--- config.mk ---
export PLATFORM = sky130hd
export DESIGN_NAME = mem_wb_stage
export DESIGN_NICKNAME = d
export VERILOG_FILES = /design/src/rtl/mem_wb_stage.sv
export SDC_FILE = /design/constraint.sdc
export NUM_CORES = 1
export LEC_CHECK = 0
export CORE_MARGIN = 2
export CORE_UTILIZATION = 40
export DETAILED_ROUTE_END_ITERATION = 12
export GPL_TIMING_DRIVEN = 0
export HOLD_SLACK_MARGIN = 0.12
export PLACE_DENSITY = 0.77
export SETUP_SLACK_MARGIN = 0.05
export SYNTH_ARGS = -nofsm -noshare
export SYNTH_HDL_FRONTEND = slang
export SYNTH_SLANG_ARGS = --single-unit
--- constraint.sdc ---
create_clock -name clk -period 1.7 [get_ports clk]
set_input_delay 0.34 -clock clk [delete_from_list [all_inputs] [get_ports clk]]
set_output_delay 0.34 -clock clk [all_outputs]
set_load 0.005 [all_outputs]
--- src/rtl/mem_wb_stage.sv ---
// MEM/WB pipeline register and writeback stage: captures the retiring instruction,
// stalls for variable-latency load data, aligns/extends loads and drives the RF write port.
module mem_wb_stage #(
   parameter int unsigned TIMEOUT = 16,
   parameter int unsigned CNT_W   = 32
) (
   input  logic             clk,
   input  logic             rst,
   input  logic             m_valid,
   input  logic             m_rfwr,
   input  logic [4:0]       m_rd,
   input  logic [1:0]       m_wdsel,
   input  logic [31:0]      m_alu_out,
   input  logic [31:0]      m_pc4,
   input  logic [2:0]       m_ldtype,
   input  logic             flush,
   input  logic             dmem_rvalid,
   input  logic [31:0]      dmem_rdata,
   output logic             stall,
   output logic             wb_rfwr,
   output logic [4:0]       wb_rd,
   output logic [31:0]      wb_wd,
   output logic             align_err,
   output logic             bus_err,
   output logic [CNT_W-1:0] instret
);

   typedef enum logic {S_IDLE, S_WAIT} state_t;

   localparam logic [7:0] TMO_LAST = 8'(TIMEOUT - 1);

   localparam logic [2:0] LD_LB  = 3'b000;
   localparam logic [2:0] LD_LH  = 3'b001;
   localparam logic [2:0] LD_LBU = 3'b100;
   localparam logic [2:0] LD_LHU = 3'b101;

   state_t      state_q, state_d;
   logic        p_rfwr;
   logic [4:0]  p_rd;
   logic [2:0]  p_ldtype;
   logic [1:0]  p_lane;
   logic [7:0]  tmo_cnt, cnt_d;

   logic        wr_valid, wr_en, align_set, bus_set, pend_load;
   logic [4:0]  wr_rd;
   logic [31:0] wr_data;

   function automatic logic misaligned(input logic [2:0] lt, input logic [1:0] lane);
      logic is_half, is_byte;
      is_half = (lt == LD_LH) || (lt == LD_LHU);
      is_byte = (lt == LD_LB) || (lt == LD_LBU);
      return (is_half && lane[0]) || (!is_half && !is_byte && (lane != 2'b00));
   endfunction

   function automatic logic [31:0] load_align(input logic [31:0] raw, input logic [2:0] lt,
                                              input logic [1:0] lane);
      logic [7:0]  b;
      logic [15:0] h;
      b = raw[{lane, 3'b000} +: 8];
      h = lane[1] ? raw[31:16] : raw[15:0];
      case (lt)
         LD_LB:   return {{24{b[7]}}, b};
         LD_LH:   return {{16{h[15]}}, h};
         LD_LBU:  return {24'h0, b};
         LD_LHU:  return {16'h0, h};
         default: return raw;
      endcase
   endfunction

   // NOTE: every output of this block gets a default first, so no path can infer a latch.
   always_comb begin
      state_d   = state_q;
      stall     = 1'b0;
      wr_valid  = 1'b0;
      wr_en     = 1'b0;
      wr_rd     = m_rd;
      wr_data   = m_alu_out;
      align_set = 1'b0;
      bus_set   = 1'b0;
      pend_load = 1'b0;
      cnt_d     = tmo_cnt;
      case (state_q)
         S_IDLE: begin
            if (m_valid && !flush) begin
               if (m_wdsel == 2'b01) begin
                  if (misaligned(m_ldtype, m_alu_out[1:0])) begin
                     align_set = 1'b1;
                  end else if (dmem_rvalid) begin
                     wr_valid = 1'b1;
                     wr_en    = m_rfwr;
                     wr_data  = load_align(dmem_rdata, m_ldtype, m_alu_out[1:0]);
                  end else begin
                     pend_load = 1'b1;
                     cnt_d     = 8'd0;
                     state_d   = S_WAIT;
                  end
               end else begin
                  wr_valid = 1'b1;
                  wr_en    = m_rfwr;
                  wr_data  = (m_wdsel == 2'b10) ? m_pc4 : m_alu_out;
               end
            end
         end
         S_WAIT: begin
            // MEM inputs and flush are ignored here; the load is already committed.
            stall = ~dmem_rvalid;
            if (dmem_rvalid) begin
               wr_valid = 1'b1;
               wr_en    = p_rfwr;
               wr_rd    = p_rd;
               wr_data  = load_align(dmem_rdata, p_ldtype, p_lane);
               state_d  = S_IDLE;
            end else if (tmo_cnt == TMO_LAST) begin
               bus_set = 1'b1;
               state_d = S_IDLE;
            end else begin
               cnt_d = tmo_cnt + 8'd1;
            end
         end
         default: state_d = S_IDLE;
      endcase
   end

   // NOTE: sequential state uses non-blocking assignments so all registers update together.
   always_ff @(posedge clk or negedge rst) begin
      if (!rst) begin
         state_q   <= S_IDLE;
         p_rfwr    <= 1'b0;
         p_rd      <= 5'd0;
         p_ldtype  <= 3'd0;
         p_lane    <= 2'd0;
         tmo_cnt   <= 8'd0;
         wb_rfwr   <= 1'b0;
         wb_rd     <= 5'd0;
         wb_wd     <= 32'd0;
         align_err <= 1'b0;
         bus_err   <= 1'b0;
         instret   <= '0;
      end else begin
         state_q   <= state_d;
         tmo_cnt   <= cnt_d;
         wb_rfwr   <= wr_valid && wr_en && (wr_rd != 5'd0);
         align_err <= align_set;
         if (bus_set) bus_err <= 1'b1;
         if (wr_valid) begin
            wb_rd   <= wr_rd;
            wb_wd   <= wr_data;
            instret <= instret + CNT_W'(1);
         end
         if (pend_load) begin
            p_rfwr   <= m_rfwr;
            p_rd     <= m_rd;
            p_ldtype <= m_ldtype;
            p_lane   <= m_alu_out[1:0];
         end
      end
   end

endmodule

==> results.md, run 1 <==
* Status: finished, violations left
* Failing checks: setup timing
* DR vias/cell at 5.737
* Critical Path Sink Type: register
* Io pins at between 150 and 200
* Final Setup Violations at 82
* Final hold vios at 0
* Dominant cell by count in the synthesized netlist: nand2_1
* Clk slew on worst S/H paths at 0.08 ns
* Core ar. at 15260 µm²
* ANT nets after route at 0
* WL per Instance at 19.70 µm
* Die ar. at 16670 µm²
* Hpwl dp at 16.42 mm
* Post-synth top area share at 36.77%
* CP arrival at approximately 2.2 ns
* Normalized max-slew margin at around three fifths
* Unique masters post-synth at a little over 60
* Pin count of the biggest net entering global routing at 63
* Post-Route Skew at 0.008683 ns
* Worst slack, placed at -1.005 ns
* Share of cells above drive strength 1 at about 23%
* Async set or reset register ratio after synthesis at 100.0%
* Fin crit share at 113.3%
* Pins over their slew limit at 0
* Syn_area_per_cell at about 8.4 µm²
* Post-Route WL at 23.77 mm
* Clk buf depth at 2
* Switching Share at between 30% and 40%
* TritonCTS Sinks at 92
* Pwr dens at 761.6 nW/µm²
* Sequential element share of the synthesized area at 36.77%
* Nets at 1103
* First-pass GRT wire length at between 30 and 40 mm
* Global route total overflow at 0
* YS warnings at 0
* Vias in the first global route at 6614
* Reg power frac at 37.2%
* CTS H-tree lvls at 3
* Yosys top cell by area: dfrtp_1
* Syn Nets at between 800 and 900
* FP Rows at 45
* # DRC at 0
* F_max at 519.2 MHz
* Worst ir drop on vdd at 0.4748 mV
* Synth area leaders: dfrtp_1 (37%), nand2_1 (9.2%), mux2_2 (5.6%)
* Initial drt markers at 668
* Crit-path max FO at 7
* Design area at 9772 µm²
* RePlAce Congestion at 0.9605
* Number of CTS-inserted buffers at 9
* Min-delay worst type: in2reg
* Die W at around 130 µm
* Clk pwr share at 26.8%
* Clock root cell: clkbuf_16
* Initial antenna violation count at 2
* Final min period at 1.926 ns
* EDFF count, synth at 0
* TritonRoute pass-1 iters at 5
* Synth-to-layout area growth at 56.08%
* Cells on worst reg2reg path at 8
* Initial Util at 41.03%
* Critical Path RT at between 1.5 and 2 ns
* Setup WS post-layout at -0.2259 ns
* Sw power at 0.002483 W
* CTS tree: built
* Top cells by count, synth: nand2_1 (154), dfrtp_1 (92), clkbuf_1 (33), xnor2_1 (33)
* Hold path cells at 3
* Worst setup path class: reg2reg
* Slew of the pin with the lowest slew margin at 0.5853 ns
* Die Y at 129.1 µm
* Clk_lat worst skew at about 0.35 ns
* Synthesized flop and latch total at 92
* Port Buffers at 183
* Internal power at around 0.005 W
* Dpl cell area at approximately 8400 µm²
* Setup crit start kind: register
* Inst Count DP at 1136
* Total of max-cap violations at 0
* RSZ-0062 raised after global routing: true
* Final cell count without fillers at 1207
* Fin Setup TNS at -11.76 ns
* Overall routing resource usage at 27.37%
* Logic pwr share at between 30% and 40%
* Gate Count Post-Synth at 741
* Post-Syn Area at roughly 6300 µm²
* Total vias in the final route at 6925
* Leakage Power at 4.288 nW
* Most frequently used flop master after synthesis: dfrtp_1
-- worst paths after layout --
path                                start     endpoint  slack [ns]
max                               state_q  instret[31]       -0.23
min                        dmem_rdata[31]    wb_wd[31]        0.37
max reg2reg                       state_q  instret[31]       -0.23
min reg2reg                   instret[28]  instret[28]        0.49
max in group asynchronous             rst     wb_wd[1]        0.56
min in group asynchronous             rst  instret[19]        0.47
-- worst max-delay path: stages (launching register included) --
cell	delay, ns
dfrtp_1	0.38
buf_6	0.14
or3b_4	0.38
a32oi_4	0.28
buf_4	0.18
nor4_4	0.04
buf_4	0.15
nand4_1	0.13
xnor2_1	0.15
-- registers in the layout (all words and copies together) (netlist names) --
signal,count
wb_wd,32
wb_rd,5
wb_rfwr,1
p_rfwr,1
p_lane,2
tmo_cnt,8
instret,32
state_q,1
p_ldtype,3
bus_err,1
align_err,1
p_rd,5
-- area by class of cell --
class                   instances  area [µm²]
plain buffers                  55       389.1
well taps                     211       264.0
clock inverters                 7       62.56
diodes                          2       5.005
flip-flops and latches         92        2307
clock buffers                   9       225.2
fillers                      1280        5487
multi-input cells             584        4093
repair buffers                239        2396
inverters                       8       30.03
-- layer usage --
metal	GRT usage, %	up-vias	wire length [µm]
met5	0	-	0
met4	9.143	0	607
met3	5.533	52	1879
met2	45.82	345	11530
met1	35.49	3319	9750
li1	-	3209	-
-- what timing repair did --
action                     CTS  global route
gates cloned                 2             3
buffers inserted            30            19
setup endpoints to repair   99           109
hold buffers                 1             0
hold endpoints to repair    30             0
gates resized for setup    106            95
pin swaps                   17            13
-- logic make-up (layout without fill, tap and decap cells) --
logic type	count (synthesis)	count (layout)	synth area share, %
flip-flops	92	92	36.77
XOR/XNOR	35	35	4.896
adder cells (fa/ha/maj)	2	2	0.3996
other	0	2	0
multiplexers	43	43	7.894
AO/OA/AOI/OAI	180	180	19.60
AND/OR/NAND/NOR	324	324	25.34
buffers and inverters	65	318	5.096
-- per-stage QoR --
| stage | hold slack (ns) | util (%) | total power (W) |
|---|---|---|---|
| 2_1_floorplan | 0.04441 | - | 0.003842 |
| 3_3_place_gp | 0.4630 | 54.83 | 0.005018 |
| 3_5_place_dp | 0.3147 | 54.99 | 0.005062 |
| 4_1_cts | 0.4804 | 60.42 | 0.007166 |
| 5_1_grt | 0.3852 | 64.04 | 0.007786 |
| 6_report | 0.3725 | 64.04 | 0.007442 |
-- placed cells by master, fill, tap and decap left out, types with 6 or more instances in the layout --
cell,n
clkdlybuf4s50_1,154
nand2_1,135
dfrtp_1,88
buf_4,46
xnor2_1,26
a21oi_1,24
nand4_1,24
nand3_1,23
a31oi_1,23
nor2b_1,21
mux2_2,21
o21ai_1,21
a211oi_1,21
nor2_1,18
o21ai_0,16
clkbuf_1,15
buf_6,14
dlymetal6s2s_1,14
clkbuf_2,13
nor3_1,12
dlygate4sd2_1,12
nand2_2,11
o22ai_1,11
o221ai_1,11
and3_1,11
clkbuf_16,11
mux2i_1,10
mux2_4,10
nand2b_1,9
inv_1,8
nand2_4,8
a221oi_1,6
nor2_2,6
buf_2,6
a211o_1,6
xnor2_2,6
-- power by group through the flow --
stage / logic (W) / clock network, W / registers [W]
finish: 0.00268 / 0.00199 / 0.00277
global route: 0.00287 / 0.00210 / 0.00281
CTS: 0.00241 / 0.00200 / 0.00276
detailed placement: 0.00227 / 0 / 0.00280
global placement: 0.00223 / 0 / 0.00278
floorplan: 0.00107 / 0 / 0.00277
(Power assumes the default switching activity.)
==> inputs of run 2 (changes only) <==
PLACE_DENSITY = 0.74   (was 0.77)
clock period = 2.2 ns   (was 1.7 ns; I/O delays follow)
==> run 2 against run 1 <==
Compared with the run above: the run now ends clean; sequential share of layout area rose by 2.3 points; count of clock-buffer cells in the layout did not move; worst setup slack improved by 0.23 ns; sequential power fell by 23%; utilization fell by 5.9 points; routed wire length fell by 6.7%; clock skew fell by 0.0023 ns; first-iteration DRC count fell by 6.1%; non-clock buffer count fell by 44; register-to-register slack improved by 0.39 ns; power fell by 26%; via count fell by 3.5%; critical path type is now in2reg.
==> results.md, run 2 (synthesized netlist as in run 1, its figures left out) <==
* Share of cells above drive strength 1 at 12.11%
* Vias in the first global route at between 6000 and 7000
* Pins over their slew limit at 0
* Global routing usage on met1 at 35.81%
* F_max at 454.9 MHz
* Initial Util at 41.03%
* Inst Count DP at 1136
* Port Buffers at approximately 180
* Finished Core Util at ~58%
* RePlAce Congestion at 0.9734
* Internal power at 0.003675 W
* Core ar. at 15260 µm²
* CTS H-tree lvls at 3
* ANT cells at 0
* Setup WS post-layout at 0.001773 ns
* Largest registers: instret (32), wb_wd (32), tmo_cnt (8)
* Final min period at between 2 and 2.5 ns
* WL per Instance at roughly 19 µm
* Hpwl dp at 16.65 mm
* Hold path cells at 1
* Status: finished clean
* Synth-to-layout area growth at 41.75%
* Dpl cell area at 8382 µm²
* Logic pwr share at approximately 33%
* Final hold vios at 0
* Die ar. at around 17000 µm²
* Fin crit share at 99.92%
* # DRC at 0
* CTS tree: built
* Clk pwr share at 28.7%
* Cells on worst reg2reg path at 9
* Pwr dens at just over 600 nW/µm²
* Worst slack, placed at -0.5497 ns
* Clock root cell: clkbuf_16
* Top Usage Layer GRT: met2
* Normalized max-slew margin at 55.66%
* RSZ-0062 raised after global routing: true
* Total vias in the final route at 6681
* Global route total overflow at 0
* Commonest non-fill, non-tap cell in the layout: clkdlybuf4s50_1
* Post-Route WL at 22.18 mm
* Min-delay worst type: reg2reg
* CP arrival at roughly 2.4 ns
* Worst ir drop on vdd at 0.4187 mV
* Most frequent cells in the layout: clkdlybuf4s50_1 (175), nand2_1 (153), dfrtp_1 (92)
* M3 GR Usage at 6.482%
* Worst setup path class: in2reg
* Sw power at roughly 0.0019 W
* Met2 Use GR at 43.22%
* Setup crit start kind: primary input
* Total of max-cap violations at 0
* Clk_lat worst skew at 0.36 ns
* Pin count of the biggest net entering global routing at 65
* Slew of the pin with the lowest slew margin at 0.6651 ns
* ANT nets after route at 0
* Clk slew on worst S/H paths at around 0.070 ns
* Reg power frac at 38.6%
* Final cell count without fillers at between 1000 and 1500
* Overall routing resource usage at 26.96%
* Initial antenna violation count at 2
* Io pins at 185
* Leakage Power at 3.635 nW
* Design area at 8875 µm²
* Total Power at 0.005528 W
* Die Y at 129.1 µm
* TritonCTS Sinks at 92
* Post-Route Skew at 0.006428 ns
* FP Rows at 45
* Crit-path max FO at 10
* Switching Share at 33.53%
* Number of CTS-inserted buffers at 9
* FILL cells at 1383
* Clk buf depth at 2
* Critical Path RT at 2.44 ns
* Final Setup Violations at 0
* Nets at 1059
* TritonRoute pass-1 iters at 5
* DR vias/cell at 5.755
* Critical Path Sink Type: register
* Initial drt markers at 627
* Die W at 129.1 µm
* First-pass GRT wire length at 34.80 mm
-- run 2: changes by cell type in the layout (fill, tap and decap cells not counted), moves of 7 or more --
cell,change
dlymetal6s2s_1,-10
xnor2_1,+7
dlygate4sd2_1,-9
mux2_4,-10
clkdlybuf4s50_1,+21
buf_4,-32
clkbuf_1,+8
nand3_1,+8
mux2_2,+10
nand2_2,-10
o21ai_0,+10
nand2_1,+18
nand2_4,-8
-- run 2: timing repair --
| item | CTS | global route |
|---|---|---|
| resized for setup | 19 | 34 |
| setup endpoints to repair | 64 | 68 |
| buffers inserted | 2 | 6 |
| pin swaps | 2 | 4 |
| hold buffers | 1 | 0 |
| hold endpoints to repair | 28 | 0 |
-- run 2: metrics by stage --
step	hold slack (ns)	TNS, ns
3_5_place_dp	0.4100	-33.72
5_1_grt	0.4878	0
3_3_place_gp	0.4611	-293.99
4_1_cts	0.4806	0
6_report	0.4764	0
2_1_floorplan	0.1444	0
-- run 2: area by class of cell --
type	count	area, µm²	share of cell area [%]
multi-input combinational	584	3717	41.89
buffer	57	327.8	3.694
timing repair buffer	193	1933	21.78
tap	211	264.0	2.975
inverter	8	30.03	0.3384
sequential	92	2302	25.94
clock inverter	7	75.07	0.8459
clock buffer	9	225.2	2.538
-- run 2: critical path, cell delays in order --
cell	delay (ns)
clkdlybuf4s50_1	0.60
buf_2	0.30
buf_2	0.31
nand3b_1	0.15
a21oi_1	0.08
a211oi_1	0.21
nor3_1	0.09
a221o_1	0.27
-- run 2: final timing paths --
kind | start | end | slack [ns]
min reg2reg | instret[31] | instret[31] | 0.48
max reg2reg | state_q | wb_wd[15] | 0.16
max in group asynchronous | rst | wb_wd[17] | 0.98
max | m_alu_out[0] | wb_wd[7] | 0.002
min | instret[31] | instret[31] | 0.48
min in group asynchronous | rst | tmo_cnt[2] | 0.56
-- run 2: power groups by stage --
stage	clock (W)	combinational, W	sequential (W)
floorplan	0	0.000821	0.00214
global placement	0	0.00174	0.00215
detailed placement	0	0.00176	0.00216
CTS	0.00163	0.00178	0.00213
global route	0.00169	0.00196	0.00217
finish	0.00159	0.00181	0.00213
-- run 2: layer usage --
metal	routed length [µm]	part of all wire, %	vias up
li1	-	-	3114
met1	9293	42	3157
met2	10240	46	350
met3	1902	8.6	58
met4	724	3.3	2
met5	13	0.059	-
==> inputs of run 3 (changes only) <==
SETUP_SLACK_MARGIN = default   (was 0.05)
==> run 3 against run 2 <==
Compared with the run above: critical path depth unchanged; sequential power hardly changed; register-to-register slack better by 0.05 ns; routed wire length is 0.37% lower; hold slack about the same; utilization is 0.64 points lower; global-route usage barely moved; power down 0.24%; largest cell class unchanged; largest power group unchanged.
==> results.md, run 3 (synthesized netlist as in run 1, its figures left out) <==
* Status: finished clean
* DR vias/cell at 5.739
* Die W at between 100 and 150 µm
* ANT cells at 0
* Commonest non-fill, non-tap cell in the layout: clkdlybuf4s50_1
* CTS tree: built
* Initial Util at 41.03%
* Most frequent cells in the layout: clkdlybuf4s50_1 (178), nand2_1 (154), dfrtp_1 (92)
* Final min period at 2.187 ns
* Global route total overflow at 0
* Finished Core Util at about 58%
* Fin crit share at 99.42%
* Die Y at 129.1 µm
* RePlAce Congestion at 0.9734
* Inst Count DP at ~1100
* First-pass GRT wire length at around 35 mm
* Number of CTS-inserted buffers at 9
* Port Buffers at 183
* TritonCTS Sinks at 92
* ANT nets after route at 0
* Clk buf depth at 2
* Pins over their slew limit at 0
* Crit-path max FO at 10
* Leakage Power at 3.574 nW
* FILL cells at 1385
* # DRC at 0
* Critical Path Sink Type: register
* Share of cells above drive strength 1 at 11.12%
* TritonRoute pass-1 iters at 8
* Pwr dens at 628.4 nW/µm²
* Total vias in the final route at 6628
* RSZ-0062 raised after global routing: true
* Worst ir drop on vdd at 0.4189 mV
* Setup crit start kind: primary input
* Final cell count without fillers at 1155
* Hpwl dp at around 17 mm
* Dpl cell area at between 8000 and 9000 µm²
* Die ar. at 16670 µm²
* Clock root cell: clkbuf_16
* FP Rows at 45
* Overall routing resource usage at approximately 27%
* Design area at ~9000 µm²
* WL per Instance at 19.13 µm
* Initial antenna violation count at 2
* Clk_lat worst skew at 0.35 ns
* Pin count of the biggest net entering global routing at 65
* Min-delay worst type: reg2reg
* CP arrival at approximately 2.4 ns
* Final hold vios at 0
* F_max at 457.2 MHz
* Critical Path RT at 2.42 ns
* Clk slew on worst S/H paths at 0.08 ns
* Total of max-cap violations at 0
* Post-Route Skew at 0.007421 ns
* Core ar. at 15260 µm²
* Final Setup Violations at 0
* Initial drt markers at 583
* Vias in the first global route at 6427
* Largest registers: instret (32), wb_wd (32), tmo_cnt (8)
* Slew of the pin with the lowest slew margin at 0.6708 ns
* Io pins at 185
* Post-Route WL at 22.10 mm
* Nets at around 1100
* Normalized max-slew margin at between 50% and 60%
* Register-to-register setup slack at 0.21 ns
* CTS H-tree lvls at 3
* Synth-to-layout area growth at 40.19%
* Worst setup path class: in2reg
[run 3: cell count changes in the layout (fill, tap and decap cells not counted), sizes merged]
cell / previous run / this run
buf: 35 / 26
clkbuf: 41 / 44
clkdlybuf4s50: 175 / 178
dlygate4sd2: 3 / 1
dlymetal6s2s: 4 / 3
[run 3: worst paths after layout]
kind / startpoint / to / cells after the start
setup reg to reg: state_q / p_ldtype[1] / 6
max in group asynchronous: rst / wb_wd[16] / 3
hold reg to reg: instret[31] / instret[31] / 1
hold / removal: instret[31] / instret[31] / 1
min in group asynchronous: rst / tmo_cnt[2] / 2
setup / recovery: m_wdsel[1] / wb_wd[8] / 8
[run 3: worst max-delay path, stage by stage]
cell and delay, ns:
clkdlybuf4s50_1 0.57, buf_6 0.20, buf_4 0.22, mux2_2 0.35
o22ai_1 0.25, a21oi_1 0.07, a31oi_1 0.19, o21ai_0 0.11
[run 3: area by class of cell]
class / instances / area [µm²] / area share, %
Clock buffer: 9 / 225.2 / 2.566
Multi-Input combinational cell: 584 / 3676 / 41.88
Clock inverter: 7 / 75.07 / 0.8553
Tap cell: 211 / 264.0 / 3.008
Timing Repair Buffer: 187 / 1888 / 21.51
Sequential cell: 92 / 2302 / 26.23
Inverter: 8 / 30.03 / 0.3421
Buffer: 57 / 316.6 / 3.607
[run 3: metrics by stage]
stage	hold WS (ns)	total power [W]	worst slack, ns	setup TNS (ns)
detailed placement	0.4100	0.003922	-0.5497	-33.72
finish	0.4765	0.005515	0.01279	0
global route	0.4878	0.005805	-0.03481	-0.3114
global placement	0.4611	0.003887	-2.840	-293.99
CTS	0.4806	0.005532	0.0002669	0
floorplan	0.1444	0.002962	0.3725	0
[run 3: per-layer routing]
layer	wire length (µm)	track usage (%)
met5	13	0
met4	675	9.527
met2	10170	43.07
met1	9394	35.73
met3	1842	6.482
[run 3: repair_timing]
action	CTS	global route
setup endpoints to repair	48	63
hold endpoints to repair	28	0
hold buffers	1	0
gates resized for setup	10	30
pin swaps	0	3
setup buffers	1	1
[run 3: where the power goes]
part,internal [W],switching [W]
Clock,0.000810,0.000773
Sequential,0.00193,0.000198
Combinational,0.000926,0.000875
Total,0.00367,0.00185
